### config.mk
export PLATFORM = sky130hd
export DESIGN_NAME = cordic_iter_sequencer_flat
export DESIGN_NICKNAME = d
export VERILOG_FILES = /design/src/rtl/cordic_if.sv /design/src/rtl/cordic_iter_sequencer.sv /design/src/flat_wrapper.sv
export SDC_FILE = /design/constraint.sdc
export NUM_CORES = 1
export LEC_CHECK = 0
export CORE_UTILIZATION = 55
export DETAILED_ROUTE_END_ITERATION = 7
export PLACE_DENSITY = 0.76
export SETUP_SLACK_MARGIN = 0.05
export SYNTH_ARGS = -nofsm -noshare
export SYNTH_HDL_FRONTEND = slang
export SYNTH_SLANG_ARGS = --single-unit
### constraint.sdc
create_clock -name clk -period 14 [get_ports clk]
set_clock_uncertainty 0.2 [all_clocks]
set_input_delay 1.4 -clock clk [delete_from_list [all_inputs] [get_ports clk]]
set_output_delay 1.4 -clock clk [all_outputs]
set_load 0.01 [all_outputs]
### src/rtl/cordic_if.sv
// Handshake and atan-table bundle between the folded CORDIC engine and its neighbours.
// The engine takes the slave view; the producer, consumer and atan table together form the master side.
interface cordic_if;
    logic        in_valid;
    logic        in_ready;
    logic [31:0] angle;
    logic [4:0]  tan_idx;
    logic [31:0] tan_val;
    logic        out_valid;
    logic        out_ready;
    logic [31:0] cos_out;
    logic [31:0] sin_out;
    logic        busy;

    modport master (
        output in_valid, angle, tan_val, out_ready,
        input  in_ready, tan_idx, out_valid, cos_out, sin_out, busy
    );

    modport slave (
        input  in_valid, angle, tan_val, out_ready,
        output in_ready, tan_idx, out_valid, cos_out, sin_out, busy
    );
endinterface

### src/rtl/cordic_iter_sequencer.sv
// Folded rotation-mode CORDIC: one shift-add stage reused ITER times per angle,
// with an external combinational atan table addressed by the iteration index.
//
//   state  | meaning
//   S_IDLE | waiting for an angle, in_ready high
//   S_RUN  | one micro-rotation per cycle, tan_idx = iteration count
//   S_DONE | result presented, held until out_ready
module cordic_iter_sequencer #(
    parameter int          ITER   = 16,
    parameter logic [31:0] X_INIT = 32'h26DD3B6A
) (
    input logic     clk,
    input logic     rst_n,
    cordic_if.slave bus
);
    typedef enum logic [1:0] {
        S_IDLE = 2'd0,
        S_RUN  = 2'd1,
        S_DONE = 2'd2
    } state_t;

    state_t             state_q, state_d;
    logic [4:0]         cnt_q, cnt_d;
    logic signed [31:0] x_q, x_d, y_q, y_d, z_q, z_d;
    logic signed [31:0] cos_q, cos_d, sin_q, sin_d;
    logic signed [31:0] x_sh, y_sh, x_nx, y_nx, z_nx;
    logic               last_iter;

    assign x_sh      = x_q >>> cnt_q;
    assign y_sh      = y_q >>> cnt_q;
    assign last_iter = (cnt_q == 5'(ITER - 1));

    // z == 0 deliberately takes the negative-rotation branch
    always_comb begin
        if (z_q > 32'sd0) begin
            x_nx = x_q - y_sh;
            y_nx = y_q + x_sh;
            z_nx = z_q - $signed(bus.tan_val);
        end else begin
            x_nx = x_q + y_sh;
            y_nx = y_q - x_sh;
            z_nx = z_q + $signed(bus.tan_val);
        end
    end

    always_comb begin
        state_d = state_q;
        cnt_d   = cnt_q;
        x_d     = x_q;
        y_d     = y_q;
        z_d     = z_q;
        cos_d   = cos_q;
        sin_d   = sin_q;
        case (state_q)
            S_IDLE: begin
                if (bus.in_valid) begin
                    x_d     = $signed(X_INIT);
                    y_d     = 32'sd0;
                    z_d     = $signed(bus.angle);
                    cnt_d   = 5'd0;
                    state_d = S_RUN;
                end
            end
            S_RUN: begin
                x_d   = x_nx;
                y_d   = y_nx;
                z_d   = z_nx;
                cnt_d = cnt_q + 5'd1;
                if (last_iter) begin
                    cos_d   = x_nx;
                    sin_d   = y_nx;
                    cnt_d   = 5'd0;
                    state_d = S_DONE;
                end
            end
            S_DONE: begin
                if (bus.out_ready) begin
                    state_d = S_IDLE;
                end
            end
            default: state_d = S_IDLE;
        endcase
    end

    always_ff @(posedge clk or negedge rst_n) begin
        if (!rst_n) begin
            state_q <= S_IDLE;
            cnt_q   <= 5'd0;
            x_q     <= 32'sd0;
            y_q     <= 32'sd0;
            z_q     <= 32'sd0;
            cos_q   <= 32'sd0;
            sin_q   <= 32'sd0;
        end else begin
            state_q <= state_d;
            cnt_q   <= cnt_d;
            x_q     <= x_d;
            y_q     <= y_d;
            z_q     <= z_d;
            cos_q   <= cos_d;
            sin_q   <= sin_d;
        end
    end

    assign bus.in_ready  = (state_q == S_IDLE);
    assign bus.out_valid = (state_q == S_DONE);
    assign bus.busy      = (state_q != S_IDLE);
    assign bus.tan_idx   = (state_q == S_RUN) ? cnt_q : 5'd0;
    assign bus.cos_out   = cos_q;
    assign bus.sin_out   = sin_q;
endmodule

### src/flat_wrapper.sv
// flat-port wrapper written by rule: the top's interface ports become plain ports
module cordic_iter_sequencer_flat 
#(
    parameter int          ITER   = 16,
    parameter logic [31:0] X_INIT = 32'h26DD3B6A
)
  (clk, rst_n, bus_in_valid, bus_angle, bus_tan_val, bus_out_ready, bus_in_ready, bus_tan_idx, bus_out_valid, bus_cos_out, bus_sin_out, bus_busy);
  cordic_if bus_i ();
  input logic clk;
  input logic rst_n;
  input wire logic [$bits(bus_i.in_valid)-1:0] bus_in_valid;
  input wire logic [$bits(bus_i.angle)-1:0] bus_angle;
  input wire logic [$bits(bus_i.tan_val)-1:0] bus_tan_val;
  input wire logic [$bits(bus_i.out_ready)-1:0] bus_out_ready;
  output wire logic [$bits(bus_i.in_ready)-1:0] bus_in_ready;
  output wire logic [$bits(bus_i.tan_idx)-1:0] bus_tan_idx;
  output wire logic [$bits(bus_i.out_valid)-1:0] bus_out_valid;
  output wire logic [$bits(bus_i.cos_out)-1:0] bus_cos_out;
  output wire logic [$bits(bus_i.sin_out)-1:0] bus_sin_out;
  output wire logic [$bits(bus_i.busy)-1:0] bus_busy;
  assign bus_i.in_valid = bus_in_valid;
  assign bus_i.angle = bus_angle;
  assign bus_i.tan_val = bus_tan_val;
  assign bus_i.out_ready = bus_out_ready;
  assign bus_in_ready = bus_i.in_ready;
  assign bus_tan_idx = bus_i.tan_idx;
  assign bus_out_valid = bus_i.out_valid;
  assign bus_cos_out = bus_i.cos_out;
  assign bus_sin_out = bus_i.sin_out;
  assign bus_busy = bus_i.busy;
  cordic_iter_sequencer #(.ITER(ITER), .X_INIT(X_INIT)) u_core (.clk(clk), .rst_n(rst_n), .bus(bus_i));
endmodule
# Word-level counts from Yosys, hierarchy flattened
# Index checks and enable logic that the tools add are counted.
dict set report classes {
  n_addsub 7
  n_lt_le_gt_ge 1
  eq_ne 6
  n_shift 2
  muxes 17
  reduce_logical 6
}
# op n
set op_table {}
lappend op_table {{$mux 32} 6}
lappend op_table {{$pmux 32 s2} 3}
lappend op_table {{$add 32x32->32} 3}
lappend op_table {{$sub 32x32->32} 3}
lappend op_table {{$sshr 32x5->32} 2}
lappend op_table {{$gt 32x1->1 const B} 1}
lappend op_table {{$mux 5} 3}
lappend op_table {{$pmux 5 s2} 1}
lappend op_table {{$mux 2} 3}
lappend op_table {{$pmux 2 s3} 1}
lappend op_table {{$add 5x1->5 const B} 1}
lappend op_table {{$eq 5x4->1 const B} 1}
lappend op_table {{$ne 2x2->1 const B} 2}
lappend op_table {{$reduce_and 2->1} 2}
lappend op_table {{$reduce_bool 2->1} 2}
lappend op_table {{$reduce_and 3->1} 1}
lappend op_table {{$eq 2x1->1 const B} 1}
lappend op_table {{$eq 2x2->1 const B} 1}
lappend op_table {{$logic_not 2->1} 1}
lappend op_table {{$ne 2x1->1 const B} 1}
dict set report totals {
  ff_bits 167
  out_inout_bits 72
}

# Logic depth before layout (Yosys ltp)
# Gate-level depths: netlist (run 1).
dict set report depth {
  depth_word 4
  mapped_depth 29
}

# Worst setup path after synthesis (run 1)
# Ideal clock, no wire load.
dict set report synth_path {
  kind {register to register}
  startpoint {reg u_core.cnt_q[0]}
  endpoint {reg u_core.cos_q[31], in the netlist u_core.bus.cos_out[31]}
  setup_time_ps 125
  t_arrival_ps 5491
  slack_ps 8184
  stages_incl_launch_ff 23
  n_path_buf 2
  path_cell_list {dfrtp_1 -> buf_6 -> buf_2 -> mux4_2 -> mux2_2 -> o22ai_1 -> a32oi_1 -> nor4_4 -> nand4_2 -> o31ai_1 -> o21ai_0 -> xnor2_1 -> ha_1 -> o21ai_0 -> a211oi_1 -> o21ai_0 -> a31oi_1 -> a211oi_1 -> o31a_1 -> o21ai_0 -> a41oi_1 -> xor2_1 -> mux2_2}
}
dict set report synth_between {
  elab_chain_len 3
  word_cells_on_any_way 6
  cone_classes {2 x add/sub; 1 x eq/ne; 1 x shift; 1 x mux; 1 x reduce/logical}
}
# element line_no
set synth_rtl {}
lappend synth_rtl {{start, declared} cordic_iter_sequencer.sv:23} ;# logic [4:0] cnt_q, cnt_d;
lappend synth_rtl {{start signal, assigned} cordic_iter_sequencer.sv:96} ;# cnt_q <= cnt_d;
lappend synth_rtl {{$sshr 32x5->32} cordic_iter_sequencer.sv:30} ;# assign y_sh = y_q >>> cnt_q;
lappend synth_rtl {{$add 32x32->32 or $sub 32x32->32 (tied branches)} {cordic_iter_sequencer.sv:40, cordic_iter_sequencer.sv:36}}
lappend synth_rtl {{$mux 32} cordic_iter_sequencer.sv:35} ;# if (z_q > 32'sd0) begin
lappend synth_rtl {{end signal, assigned} cordic_iter_sequencer.sv:100} ;# cos_q <= cos_d;
lappend synth_rtl {{end, declared} cordic_iter_sequencer.sv:25} ;# logic signed [31:0] cos_q, cos_d, sin_q, sin_d;
# Parallel ways exist; a longest one is shown, timed or not.
# A chain may end at the register's enable or synchronous reset.

# Final worst setup path (run 1)
dict set report layout_path {
  startpoint {reg u_core.cnt_q[1]}
  endpoint {reg u_core.cos_q[31], in the netlist u_core.bus.cos_out[31]}
}
# Same word-level chain as after synthesis.

==> out/metrics.yaml, run 1 <==
timing:
  tns_ns: 0
  clock.fmax_mhz: 135
  setup_viol: 0
  rsz0062_at_grt: "false"
  slew_viol_final: 0
  maxSlewHeadroom_pct: 25.3
  hold_viol_final: 0
  fin_crit_ns: 7.42
  tightest_slew_ns: 1.12
  period_share_pct: 53.0
die:
  die_w_um: 181
  die_y_um: 181
  ios: 140
  dieArea_sq_um: 32900
  core_region_area_sq_um: 31600
  rows: 65
  initial_core_util_pct: 56.0
layout:
  drive_gt1_share_pct: 10.3
  layout_common_cells: "nand2_1, dfrtp_1, clkdlybuf4s50_1"
  final_common_cell: "nand2_1"
  finish.utilization_pct: 62.3
  syn_to_final_growth_pct: 11.4
  final_nets: 2266
  fillCellCount: 2766
  num_antenna_cells: 0
synthesis:
  synth_cells: 2028
  syn_avg_cell_area_sq_um: 8.73
  ys.flop_type: "dfrtp_1"
  synthAdderAreaFrac_pct: 7.69
  synth_simple_gate_area_share_pct: 17.6
  syn_nets: 2203
  synth_xor_area_share_pct: 8.31
  synth_mux_area_share_pct: 16.2
  ys_types: 93
  seq_area_frac_synth_pct: 23.6
  synth_compound_area_share_pct: 22.0
  ys_warn_count: 0
  synth_top_family_by_area: "compound AO/OA/AOI/OAI gates"
  synth_edf_count: 0
  synth_area_sq_um: 17700
  ys_seq_elements: 167
  async_reset_ff_share_pct: 100
min_path:
  hold_path_end: "u_core.bus.sin_out[18]$_DFFE_PN0P_"
  whs_path_depth: 2
  min-delay-start: "u_core.bus.sin_out[18]$_DFFE_PN0P_"
  hp-class: "reg2reg"
detailed_routing:
  dr.pass1.iters: 5
  dr.first_iter.drc_count: 1562
  via_count: 16653
  drc_errors: 0
  wl_per_cell_um: 23.0
  vias_per_cell: 6.65
  antenna_left: 0
  wirelength_um: 57500
grt:
  grt_usage_pct: 35.5
  grt_overflow_total: 0
  grt_pass1_vias: 16152
  grt_pass1_wl_um: 90700
  antenna_found_initial: 0
  grt_max_degree: 99
critical_path:
  path_common_cell: "o21ai_0"
  crit_family: "compound AO/OA/AOI/OAI gates"
  arrival_ns: 7.58
  critical_path_buf_inv_count: 1
  rr_startpoint: "u_core.cnt_q[1]$_DFFE_PN0P_"
  crit_path_max_incr_delay_ns: 0.78
  crit_chain: "buf_4 > mux4_1 > mux2_2 > a222oi_1 > nand2_1 > o32ai_2 > nand4_2 > o31ai_1 > o21ai_0 > xnor2_1 > ha_1 > o21ai_0 > a211oi_1 > o21ai_0 > a31oi_1 > a211oi_1 > o31a_1 > o21ai_0 > a41oi_1 > xor2_1 > mux2_2"
  ff2ff_path_depth: 21
  rr_endpoint: "u_core.bus.cos_out[31]$_DFFE_PN0P_"
  ff2ff_setup_slack_ns: 6.58
  endpoint_kind: "flop"
  critPathRequiredTime_ns: 14.16
  cpMaxStageDelayCell: "dfrtp_4"
  cp-start-kind: "flop"
  critPathMaxFanout: 62
  crit_type: "reg2reg"
clock_network:
  clk_root_buffer_cell: "clkbuf_16"
  cts.path.max_buffers: 2
  clk_pin_slew_worst_paths_ns: 0.07
  numCtsBuffers: 17
  postCtsSetupBuffers: 0
  cts_sinks: 167
  cts_tree: "done"
  cts_resized: 0
  cts_max_level: 4
  clock_latency_ns: 0.47
  hold_buffers: 0
placed_design:
  gp_congestion: 0.997
  portBuffers: 139
  hpwl_um: 42400
outcome:
  status: "completed"
job:
  drv_cap: 0
-- Yosys cell counts, types with 28 or more instances --
cell type  instances  share of area [%]
mux2_2            42                2.7
a31oi_1           32                1.1
ha_1             104                7.3
nand3_1           28               0.79
a21o_1            40                1.7
a22o_1            37                1.8
o21ai_0          121                3.4
dfrtp_1          167                 24
clkbuf_1          64                1.4
nor3_1            36                1.0
nand2b_1          28               0.99
mux4_2            77                9.8
xnor2_1          112                5.5
xor2_1            56                2.8
mux2i_1           47                2.7
inv_1             41               0.87
nor2_1           132                2.8
a21oi_1          122                3.4
nand2_1          319                6.8
-- worst register-to-register path, stage by stage (launching register included) --
cell and delay (ns):
dfrtp_4 0.78, buf_4 0.76, mux4_1 0.66, mux2_2 0.33, a222oi_1 0.45, nand2_1 0.14, o32ai_2 0.18, nand4_2 0.20
o31ai_1 0.37, o21ai_0 0.19, xnor2_1 0.18, ha_1 0.38, o21ai_0 0.18, a211oi_1 0.26, o21ai_0 0.15, a31oi_1 0.33
a211oi_1 0.17, o31a_1 0.37, o21ai_0 0.34, a41oi_1 0.23, xor2_1 0.20, mux2_2 0.27
-- kinds of logic (layout without fill, tap and decap cells) --
logic type | Yosys count | after routing
buf+inv | 161 | 236
fa+ha+maj | 107 | 107
compound gates | 575 | 575
flops | 167 | 167
mux | 173 | 173
xor+xnor | 168 | 168
simple gates | 677 | 677
-- final cells by class --
cell class,count,area [sq um],share of cell area [%]
Multi-Input combinational cell,1700,12700,64.6
Inverter,45,171,0.869
Sequential cell,167,4190,21.2
Clock buffer,25,505,2.56
Tap cell,402,503,2.55
Timing Repair Buffer,160,1550,7.86
Clock inverter,6,65.1,0.330
-- routing by layer --
| metal | up-vias | part of all wire [%] | GRT usage, % |
|---|---|---|---|
| met4 | 0 | 3.7 | 15.8 |
| li1 | 7675 | - | - |
| met5 | - | 0 | 0 |
| met1 | 8071 | 43 | 47.6 |
| met2 | 774 | 46 | 56.8 |
| met3 | 133 | 7.7 | 5.44 |
-- worst max-delay path by stage --
stage	start	to	slack, ns	depth (start not counted)
after detailed placement	u_core.cnt_q[1]$_DFFE_PN0P_	u_core.bus.cos_out[31]$_DFFE_PN0P_	6.71	21
final	u_core.cnt_q[1]$_DFFE_PN0P_	u_core.bus.cos_out[31]$_DFFE_PN0P_	6.58	21
after global routing	u_core.cnt_q[1]$_DFFE_PN0P_	u_core.x_q[31]$_DFFE_PN0P_	5.83	22
after floorplan	u_core.cnt_q[0]$_DFFE_PN0P_	u_core.bus.cos_out[31]$_DFFE_PN0P_	8.18	22
after global placement	u_core.cnt_q[1]$_DFFE_PN0P_	u_core.bus.cos_out[31]$_DFFE_PN0P_	6.85	21
after CTS	u_core.cnt_q[1]$_DFFE_PN0P_	u_core.bus.cos_out[31]$_DFFE_PN0P_	6.64	21
-- per-stage QoR --
stage	hold WS (ns)	setup slack, ns	cells	cell area, sq um
floorplan	0.289	8.18	2028	17700
global placement	0.259	6.85	2474	19200
detailed placement	0.261	6.71	2474	19200
CTS	0.278	6.64	2505	19700
global route	0.285	5.83	2505	19700
finish	0.271	6.58	2505	19700
-- state kept, by name, summed over array words and instances, names as in the netlist --
name and count:
u_core.cnt_q 5, u_core.y_q 32, u_core.state_q 2, u_core.bus.cos_out 32, u_core.bus.sin_out 32, u_core.z_q 32, u_core.x_q 32
Power of run 1 is not shown: default switching activity piles up to over one toggle a cycle in this logic, so the estimate is an artifact.
==> run 2, diff against run 1 <==
--- a/config.mk
+++ b/config.mk
@@ -7,7 +7,7 @@
 export LEC_CHECK = 0
 export CORE_UTILIZATION = 55
 export DETAILED_ROUTE_END_ITERATION = 7
-export PLACE_DENSITY = 0.76
+export PLACE_DENSITY = 0.79
 export SETUP_SLACK_MARGIN = 0.05
 export SYNTH_ARGS = -nofsm -noshare
 export SYNTH_HDL_FRONTEND = slang
==> constraint.sdc (replaced) <==
create_clock -name clk -period 6.5 [get_ports clk]
set_clock_uncertainty 0.2 [all_clocks]
set_input_delay 0.65 -clock clk [delete_from_list [all_inputs] [get_ports clk]]
set_output_delay 0.65 -clock clk [all_outputs]
set_load 0.01 [all_outputs]
==> run 2 against run 1 <==
- the flow now finishes with violations (design-rule violations, negative hold slack)
- sequential cell count did not move
- global-route usage rose by 0.70 points
- routed wire length rose by 3.3%
- via count rose by 3.2%
- design area rose by 3.6%
- count of clock-buffer cells in the layout fell by 6
- critical path type unchanged
- largest cell class unchanged
==> out/metrics.yaml, run 2 (synthesis gave the netlist of run 1 again) <==
critical_path:
  cpMaxStageDelayCell: "mux4_1"
  cp-start-kind: "flop"
  arrival_ns: 6.28  # -1.30 ns
  crit_family: "compound AO/OA/AOI/OAI gates"
  crit_path_max_incr_delay_ns: 0.64  # -0.14 ns
  ff2ff_setup_slack_ns: 0.33  # -6.24 ns
  endpoint_kind: "flop"
  critPathMaxFanout: 18  # -71%
  critPathRequiredTime_ns: 6.61  # -7.55 ns
  crit_type: "reg2reg"
  critical_path_buf_inv_count: 2  # +1
  crit_chain: "buf_16 > buf_4 > mux4_1 > mux2i_2 > o22ai_1 > or2_2 > and4bb_2 > nand4_1 > nand3b_4 > o21ai_1 > xnor2_1 > ha_1 > and2_1 > o31a_1 > o21a_1 > o21a_1 > o21ai_0 > nand2b_1 > a221oi_4 > o221ai_1 > a21oi_2 > xnor2_1 > o21ai_1"
timing:
  hold_ws_ns: -0.00283  # -0.274 ns
  setup_viol: 0  # unchanged
  hold_viol_final: 1  # +1
  fin_crit_ns: 6.17  # -1.26 ns
  tns_ns: 0  # unchanged
  clock.fmax_mhz: 162  # +20%
  maxSlewHeadroom_pct: 37.7  # +12 points
  slew_viol_final: 0  # unchanged
  tightest_slew_ns: 0.934  # -0.183 ns
  rsz0062_at_grt: "true"
  period_share_pct: 94.9  # +42 points
detailed_routing:
  dr.first_iter.drc_count: 1717  # +9.9%
  dr.pass1.iters: 8  # +3
  wirelength_um: 59400  # +3.3%
  drc_errors: 4  # +4
  via_count: 17191  # +3.2%
  antenna_left: 0  # unchanged
  wl_per_cell_um: 23.1  # +0.62%
  vias_per_cell: 6.69  # +0.58%
grt:
  grt_overflow_total: 0  # unchanged
  grt_pass1_vias: 16694  # +3.4%
  antenna_found_initial: 2  # +2
  grt_pass1_wl_um: 93400  # +3.0%
  grt_usage_pct: 36.2  # +0.70 points
  grt_max_degree: 77  # -22%
layout:
  drive_gt1_share_pct: 13.5  # +3.2 points
  final_nets: 2329  # +2.8%
  final_common_cell: "nand2_1"
  design_area_sq_um: 20400  # +3.6%
  fillCellCount: 2665  # -3.7%
  instances_no_fill: 2571  # +2.6%
  layout_common_cells: "nand2_1, dfrtp_1, clkdlybuf4s50_1"
  syn_to_final_growth_pct: 15.4
clock_network:
  clk_root_buffer_cell: "clkbuf_16"
  hold_buffers: 0  # unchanged
  clk_pin_slew_worst_paths_ns: 0.07  # about the same
  numCtsBuffers: 17  # unchanged
  clock_latency_ns: 0.46  # about the same
  cts_tree: "done"
  cts.path.max_buffers: 2  # unchanged
  cts_sinks: 167  # unchanged
  cts_max_level: 4  # unchanged
outcome:
  violations: "design-rule violations, negative hold slack"
  status: "finished, violations left"
min_path:
  hp-class: "in2async"
die:
  dieArea_sq_um: 32900  # unchanged
  rows: 65  # unchanged
  die_w_um: 181  # unchanged
  core_region_area_sq_um: 31600  # unchanged
  initial_core_util_pct: 56.0  # unchanged
  die_y_um: 181  # unchanged
  ios: 140  # unchanged
placed_design:
  portBuffers: 139  # unchanged
  gp_congestion: 1.07  # +7.6%
  dp.cells: 2526  # +2.1%
  hpwl_um: 43700  # +3.2%
  placed_area_sq_um: 19600  # +2.5%
job:
  drv_cap: 0  # unchanged
-- run 2: area by class of cell --
class	count	area (sq um)	share of cell area [%]
diodes	2	5.00	0.0245
flip-flops and latches	167	4190	20.5
well taps	402	503	2.46
clock inverters	13	194	0.949
multi-input cells	1700	12800	62.6
repair buffers	223	2140	10.5
inverters	45	173	0.845
clock buffers	19	443	2.17
-- run 2: per-stage QoR --
stage	utilization [%]	setup slack, ns
after floorplan	-	0.684
after global placement	62.1	0.329
after detailed placement	62.1	0.128
after CTS	64.1	0.123
after global routing	64.6	-0.0368
final	64.6	0.334
-- run 2: what timing repair did --
| action | CTS | global route |
|---|---|---|
| setup buffers | 0 | 10 |
| gates cloned | 0 | 1 |
| setup endpoints to repair | 2 | 20 |
| resized for setup | 1 | 19 |
| pin swaps | 0 | 3 |
| hold endpoints to repair | 0 | 0 |
-- run 2: layer usage --
layer  GRT usage [%]  routed length [um]  vias to the layer above  part of all wire (%)
met5               0                   0                        -                     0
met4            15.4                2450                        0                   4.1
met3            7.50                5310                      160                   8.9
met2            58.1               27400                      900                    46
met1            47.5               24300                     8351                    41
li1                -                   -                     7780                     -
-- run 2: path summary, 6_finish.rpt --
path                            cells past startpoint                          startpoint                                 end
max in group asynchronous                           2                               rst_n          u_core.x_q[14]$_DFFE_PN0P_
worst min register to register                      2  u_core.bus.sin_out[18]$_DFFE_PN0P_  u_core.bus.sin_out[18]$_DFFE_PN0P_
worst min-delay path                                1                               rst_n  u_core.bus.sin_out[22]$_DFFE_PN0P_
worst max register to register                     23         u_core.cnt_q[1]$_DFFE_PN0P_          u_core.y_q[31]$_DFFE_PN0P_
min in group clk                                    2  u_core.bus.sin_out[18]$_DFFE_PN0P_  u_core.bus.sin_out[18]$_DFFE_PN0P_
worst max-delay path                               23         u_core.cnt_q[1]$_DFFE_PN0P_          u_core.y_q[31]$_DFFE_PN0P_
Power of run 2 is left out for the same reason.
==> run 3, diff against run 2 <==
--- a/config.mk
+++ b/config.mk
@@ -9,6 +9,7 @@
 export DETAILED_ROUTE_END_ITERATION = 7
 export PLACE_DENSITY = 0.79
 export SETUP_SLACK_MARGIN = 0.05
+export SLEW_MARGIN = 0
 export SYNTH_ARGS = -nofsm -noshare
 export SYNTH_HDL_FRONTEND = slang
 export SYNTH_SLANG_ARGS = --single-unit
==> results of run 3 <==
No change in the layout: final DEF, timing and power equal those of run 2.
Power of run 3 is left out for the same reason.
